--- src/rtl/button_event_queue.sv ---
// rtl/button_event_queue.sv - per-button sync, debounce, edge detect and event FIFO
module button_event_queue #(
  parameter int                N_BTN           = 5,
  parameter int                DEBOUNCE_CYCLES = 250000,
  parameter int                CNT_W           = 18,
  parameter int                FIFO_DEPTH      = 8,
  parameter logic [N_BTN-1:0]  IDLE_MASK       = 5'b10000
) (
  input  logic             clk,
  input  logic             reset,
  input  logic [N_BTN-1:0] btn_raw,
  output logic [N_BTN-1:0] btn_level,
  output logic             evt_valid,
  input  logic             evt_ready,
  output logic [2:0]       evt_id,
  output logic             evt_rise,
  output logic [3:0]       fifo_count,
  output logic             overflow,
  input  logic             overflow_clr
);

  localparam int         AW      = $clog2(FIFO_DEPTH);
  localparam logic [3:0] DEPTH_C = 4'(FIFO_DEPTH);
  localparam logic [CNT_W-1:0] CNT_LAST = CNT_W'(DEBOUNCE_CYCLES - 1);

  logic [N_BTN-1:0] s1, s2;
  logic [CNT_W-1:0] cnt [N_BTN];
  logic [N_BTN-1:0] commit, drop;
  logic [N_BTN-1:0] pv, prise;

  logic [3:0]    mem [FIFO_DEPTH];
  logic [AW-1:0] wr_ptr, rd_ptr;
  logic [3:0]    count;

  logic          push_any, push, pop;
  logic [2:0]    push_id;
  logic          push_rise;

  always_comb begin
    for (int i = 0; i < N_BTN; i++) begin
      commit[i] = (s2[i] != btn_level[i]) && (cnt[i] == CNT_LAST);
      drop[i]   = commit[i] && pv[i];
    end
  end

  // Fixed priority: lowest channel index with a pending event wins.
  always_comb begin
    push_any  = 1'b0;
    push_id   = 3'd0;
    push_rise = 1'b0;
    for (int i = N_BTN - 1; i >= 0; i--) begin
      if (pv[i]) begin
        push_any  = 1'b1;
        push_id   = 3'(i);
        push_rise = prise[i];
      end
    end
  end

  assign evt_valid  = (count != 4'd0);
  assign pop        = evt_valid && evt_ready;
  assign push       = push_any && ((count < DEPTH_C) || pop);
  assign evt_id     = evt_valid ? mem[rd_ptr][3:1] : 3'd0;
  assign evt_rise   = evt_valid ? mem[rd_ptr][0]   : 1'b0;
  assign fifo_count = count;

  always_ff @(posedge clk or posedge reset) begin
    if (reset) begin
      s1        <= IDLE_MASK;
      s2        <= IDLE_MASK;
      btn_level <= IDLE_MASK;
      pv        <= '0;
      prise     <= '0;
      overflow  <= 1'b0;
      for (int i = 0; i < N_BTN; i++) cnt[i] <= '0;
    end else begin
      s1 <= btn_raw;
      s2 <= s1;
      for (int i = 0; i < N_BTN; i++) begin
        if (s2[i] == btn_level[i]) begin
          cnt[i] <= '0;
        end else if (commit[i]) begin
          btn_level[i] <= s2[i];
          cnt[i]       <= '0;
        end else begin
          cnt[i] <= cnt[i] + 1'b1;
        end
        // A held event is never overwritten; the newer edge is the one lost.
        if (commit[i] && !pv[i]) begin
          pv[i]    <= 1'b1;
          prise[i] <= s2[i];
        end else if (push && (push_id == 3'(i))) begin
          pv[i] <= 1'b0;
        end
      end
      if (|drop) overflow <= 1'b1;
      else if (overflow_clr) overflow <= 1'b0;
    end
  end

  always_ff @(posedge clk) begin
    if (push) mem[wr_ptr] <= {push_id, push_rise};
  end

  always_ff @(posedge clk or posedge reset) begin
    if (reset) begin
      wr_ptr <= '0;
      rd_ptr <= '0;
      count  <= 4'd0;
    end else begin
      if (push) wr_ptr <= wr_ptr + 1'b1;
      if (pop)  rd_ptr <= rd_ptr + 1'b1;
      case ({push, pop})
        2'b10:   count <= count + 4'd1;
        2'b01:   count <= count - 4'd1;
        default: count <= count;
      endcase
    end
  end

endmodule
--- config.mk ---
export PLATFORM = sky130hd
export DESIGN_NAME = button_event_queue
export DESIGN_NICKNAME = d
export VERILOG_FILES = /design/src/rtl/button_event_queue.sv
export SDC_FILE = /design/constraint.sdc
export NUM_CORES = 1
export LEC_CHECK = 0
export ABC_AREA = 1
export CAP_MARGIN = 20
export CORE_MARGIN = 1.5
export CORE_UTILIZATION = 39
export CTS_BUF_LIST = sky130_fd_sc_hd__clkbuf_8
export CTS_CLUSTER_SIZE = 28
export DETAILED_ROUTE_END_ITERATION = 7
export HOLD_SLACK_MARGIN = 0.08
export PLACE_DENSITY = 0.6
export REMOVE_ABC_BUFFERS = 1
export SYNTH_ARGS = -nofsm -noshare
export SYNTH_HDL_FRONTEND = slang
export SYNTH_SLANG_ARGS = --single-unit
export TNS_END_PERCENT = 50
--- constraint.sdc ---
create_clock -name clk -period 4.72 [get_ports clk]
set_clock_uncertainty 0.1 [all_clocks]
set_input_delay 0.472 -clock clk [delete_from_list [all_inputs] [get_ports clk]]
set_output_delay 0.472 -clock clk [all_outputs]
set_load 0.02 [all_outputs]
==> results.rst <==
.. list-table::
   :header-rows: 1

   * - Metric
     - Value
   * - Outcome
     - completed
   * - Crit path from
     - rd_ptr[0]$_DFFE_PP0P_
   * - Worst hold slack after final layout
     - ~270 ps
   * - Final antenna diode count
     - 0
   * - Nets
     - 1042
   * - Post-detailed-route wirelength per cell
     - 11.9 µm
   * - Reg2reg setup slack
     - 2410 ps
   * - Syn avg cell area
     - 8.32 µm²
   * - Layout overhead on the synthesized area
     - 11.7%
   * - Least-Margin Pin Slew
     - about 940 ps
   * - Count of flip-flops with a built-in enable after synthesis
     - 32
   * - Placed cell areas
     - 8760 µm²
   * - Number of warning messages in the yosys log
     - 0
   * - Proportion of layout cells with a drive suffix above 1
     - 9.75%
   * - Latest clock arrival within the worst-skew pair
     - between 400 and 500 ps
   * - Sum of net half-perimeters after detailed placement
     - approximately 11000 µm
   * - Total iterations of the first detailed-routing run
     - 4
   * - Dominant combinational cell family by area after synthesis
     - simple AND/OR/NAND/NOR gates
   * - Endpoint kind of the worst setup timing path
     - output pin
   * - Fraction of registers with async set or reset after synthesis
     - 79.7%
   * - Final ANT Viol Nets
     - 0
   * - Hold Buf Count CTS
     - 0
   * - Count of buffers added by post-CTS timing repair for setup
     - 0
   * - Worst-path fanout max
     - 18
   * - Syn Inst Count
     - slightly below 1000
   * - Final number of setup-violating endpoints
     - 0
   * - Flip-flop and latch count after synthesis
     - 158
   * - Total of cells resized after clock tree synthesis
     - 0
   * - Gpl congestion
     - 0.802
   * - Sequential cell fraction of total power
     - between 40% and 50%
   * - Core area
     - between 20000 and 25000 µm²
   * - Global-route wire length before repair
     - 27500 µm
   * - Launching element type of the critical path
     - register
   * - Die footprint
     - ~22000 µm²
   * - Chip Width
     - 148 µm
   * - Capture point of the worst reg-to-reg path
     - fifo_count[2]$_DFFE_PP0P_
   * - Critical path destination
     - evt_id[2]
   * - Final std cell area, no fill
     - just over 9000 µm²
   * - Overflow after GRT
     - 0
   * - Part of the power in combinational logic
     - ~18%
   * - Most frequent standard cell in the layout excluding fill and tap cells
     - nor2_1
   * - Depth of the CTS H-tree
     - 4
   * - Inserted Clock Buffers
     - 17
   * - Multiplexer fraction of the synthesized cell area
     - 0%
   * - Startpoint of the most critical hold path
     - s1[0]$_DFF_PP0_
   * - Minimum period implied by the final worst setup slack
     - 3060 ps
   * - Overall power after layout
     - around 0.0032 W
   * - RSZ-0062 raised after global routing
     - no
   * - Synth Area in Adders
     - ~1.5%
   * - Top achievable clock speed
     - around 330 MHz
   * - Reg2reg path depth
     - 11
   * - Largest net degree at the start of global routing
     - ~110
   * - Worst slew margin relative to its limit
     - 37.2%
   * - Critical R2R Launch
     - fifo_count[0]$_DFFE_PP0P_
   * - Setup total negative slack
     - 0 ps
   * - Initial cell density of the core
     - approximately 40%
   * - Chip Height
     - between 100 and 150 µm
   * - Post-route DRC
     - 0
   * - Sw Share
     - around 30%
   * - Vias per cell
     - 4.67
   * - Violation count after the first detailed-route iteration
     - between 200 and 300
   * - Number of buffers on the longest clock path
     - 2
   * - Final core area utilization
     - about 45%
   * - Total number of vias
     - 6103
   * - Port Buf Inserts
     - 23
   * - Initial antenna violation count
     - 0
   * - Clock root buffer
     - clkbuf_8
   * - Clock power share
     - 33.4%
   * - Clock edge transition at the registers on the reported setup and hold paths
     - about 90 ps
   * - Post-Synth Simple-Gate Area
     - around a third
   * - CTS tree
     - built
   * - Worst IR Drop VDD
     - 159 µV
   * - Max Transition Viols Final
     - 0
   * - Internal power consumption
     - roughly 0.0022 W
   * - Via count of the first global-routing pass
     - between 5000 and 6000
   * - Worst EP arrival
     - between 2000 and 2500 ps
   * - Post-Synth XOR/XNOR Area
     - around 5.4%
   * - Commonest cells after routing, fill and taps aside
     - 223 x nor2_1, 156 x nand2_1, 128 x inv_1, 123 x dfrtp_1, 68 x nand3_1
   * - Sequential fraction of the synthesis area
     - 50.1%
   * - Total track usage
     - 15.5%
   * - CP required
     - between 4000 and 5000 ps
   * - Sw Pwr
     - 0.000942 W
   * - Final-report hold violation count
     - 0
   * - Max_cap viols
     - 0
   * - Final worst-path cycle share
     - roughly 65%
   * - IO Pins
     - 24
   * - Leakage power
     - 3.95 nW
   * - FP Rows
     - 52
   * - Post-synth design cell area
     - 8210 µm²
   * - Ys flop type
     - dfrtp_1
   * - Kind of critical path
     - register to output pin
   * - Type of the tightest min-delay check
     - register to register
   * - Power density over the cells
     - roughly 340 nW/µm²
   * - Count of clock tree sinks
     - approximately 160
   * - Layout fillers
     - about 2000
   * - Fraction of the mapped netlist area in compound gates
     - 4.78%
   * - Wire length reported by the detailed router
     - 15600 µm
   * - Netlist cell types
     - 39
## stage by stage
| step | worst slack [ps] | instances |
|---|---|---|
| after CTS | 1630 | 1306 |
| after global routing | 1420 | 1306 |
| final | 1660 | 1306 |
| after detailed placement | 2110 | 1274 |
| after global placement | 2140 | 1274 |
| after floorplan | 797 | 979 |
## Yosys cell counts (all sizes together), types with 2 or more instances
| cell type | n | area (µm²) |
|---|---|---|
| nor2 | 248 | 1030 |
| nand2 | 173 | 732 |
| inv | 134 | 508 |
| dfrtp | 123 | 3080 |
| nand3 | 74 | 400 |
| o21ai | 46 | 230 |
| xor2 | 37 | 324 |
| nor3 | 33 | 196 |
| edfxtp | 32 | 961 |
| a21oi | 19 | 95.1 |
| nand4 | 18 | 113 |
| ha | 10 | 125 |
| buf | 8 | 45.0 |
| nor3b | 7 | 52.6 |
| xnor2 | 5 | 119 |
| nand3b | 4 | 30.0 |
| o21bai | 4 | 30.0 |
| dfstp | 3 | 78.8 |
| or2 | 2 | 12.5 |
## cell families (layout without fill, tap and decap cells)
logic type,count (synthesis),in the layout
xor gates and xnor gates,42,42
AOI/OAI and AO/OA,74,74
buffers and inverters,142,191
DFF,158,158
and+or+nand+nor,561,561
adders and majority gates,10,10
## final cells by class
class                      instances  area, µm²  area share (%)
clock inverter                    15        185            2.02
sequential                       158       4120            44.9
timing repair buffer              25        245            2.67
tap                              270        338            3.68
inverter                         134        513            5.59
clock buffer                      17        234            2.55
multi-input combinational        687       3540            38.6
## power groups by stage
stage / Sequential, W / Combinational, W / Clock, W
5_1_grt: 0.00156 / 0.000636 / 0.00115
3_3_place_gp: 0.00158 / 0.000564 / 0
4_1_cts: 0.00155 / 0.000570 / 0.00110
3_5_place_dp: 0.00157 / 0.000568 / 0
2_1_floorplan: 0.00157 / 0.000364 / 0
6_report: 0.00154 / 0.000562 / 0.00106
## metal layers
metal	up-vias	wire length, µm	track usage, %
li1	3215	-	-
met1	2797	7870	21.4
met2	82	7130	24.6
met3	9	441	2.98
met4	0	158	4.75
met5	-	0	0
## worst min path at each step
stage | slack, ps | end | cells past startpoint
2_1_floorplan | 230 | s2[0]$_DFF_PP0_ | 0
3_3_place_gp | 260 | s2[0]$_DFF_PP0_ | 0
3_5_place_dp | 260 | s2[0]$_DFF_PP0_ | 0
4_1_cts | 280 | s2[0]$_DFF_PP0_ | 0
5_1_grt | 290 | s2[0]$_DFF_PP0_ | 0
6_report | 270 | s2[0]$_DFF_PP0_ | 0
## sequential cells by signal (all words and copies together), names as in the netlist
name        count
mem            32
fifo_count      4
wr_ptr          3
s2              5
cnt            90
rd_ptr          3
btn_level       5
s1              5
prise           5
pv              5
overflow        1
## worst max-delay path, stage by stage (launching register included)
cell,delay [ps]
dfrtp_1,640
inv_1,330
o21ai_0,230
o21ai_0,100
o21ai_0,160
nor2_1,60
clkdlybuf4s50_1,530
(Power assumes the default switching activity.)
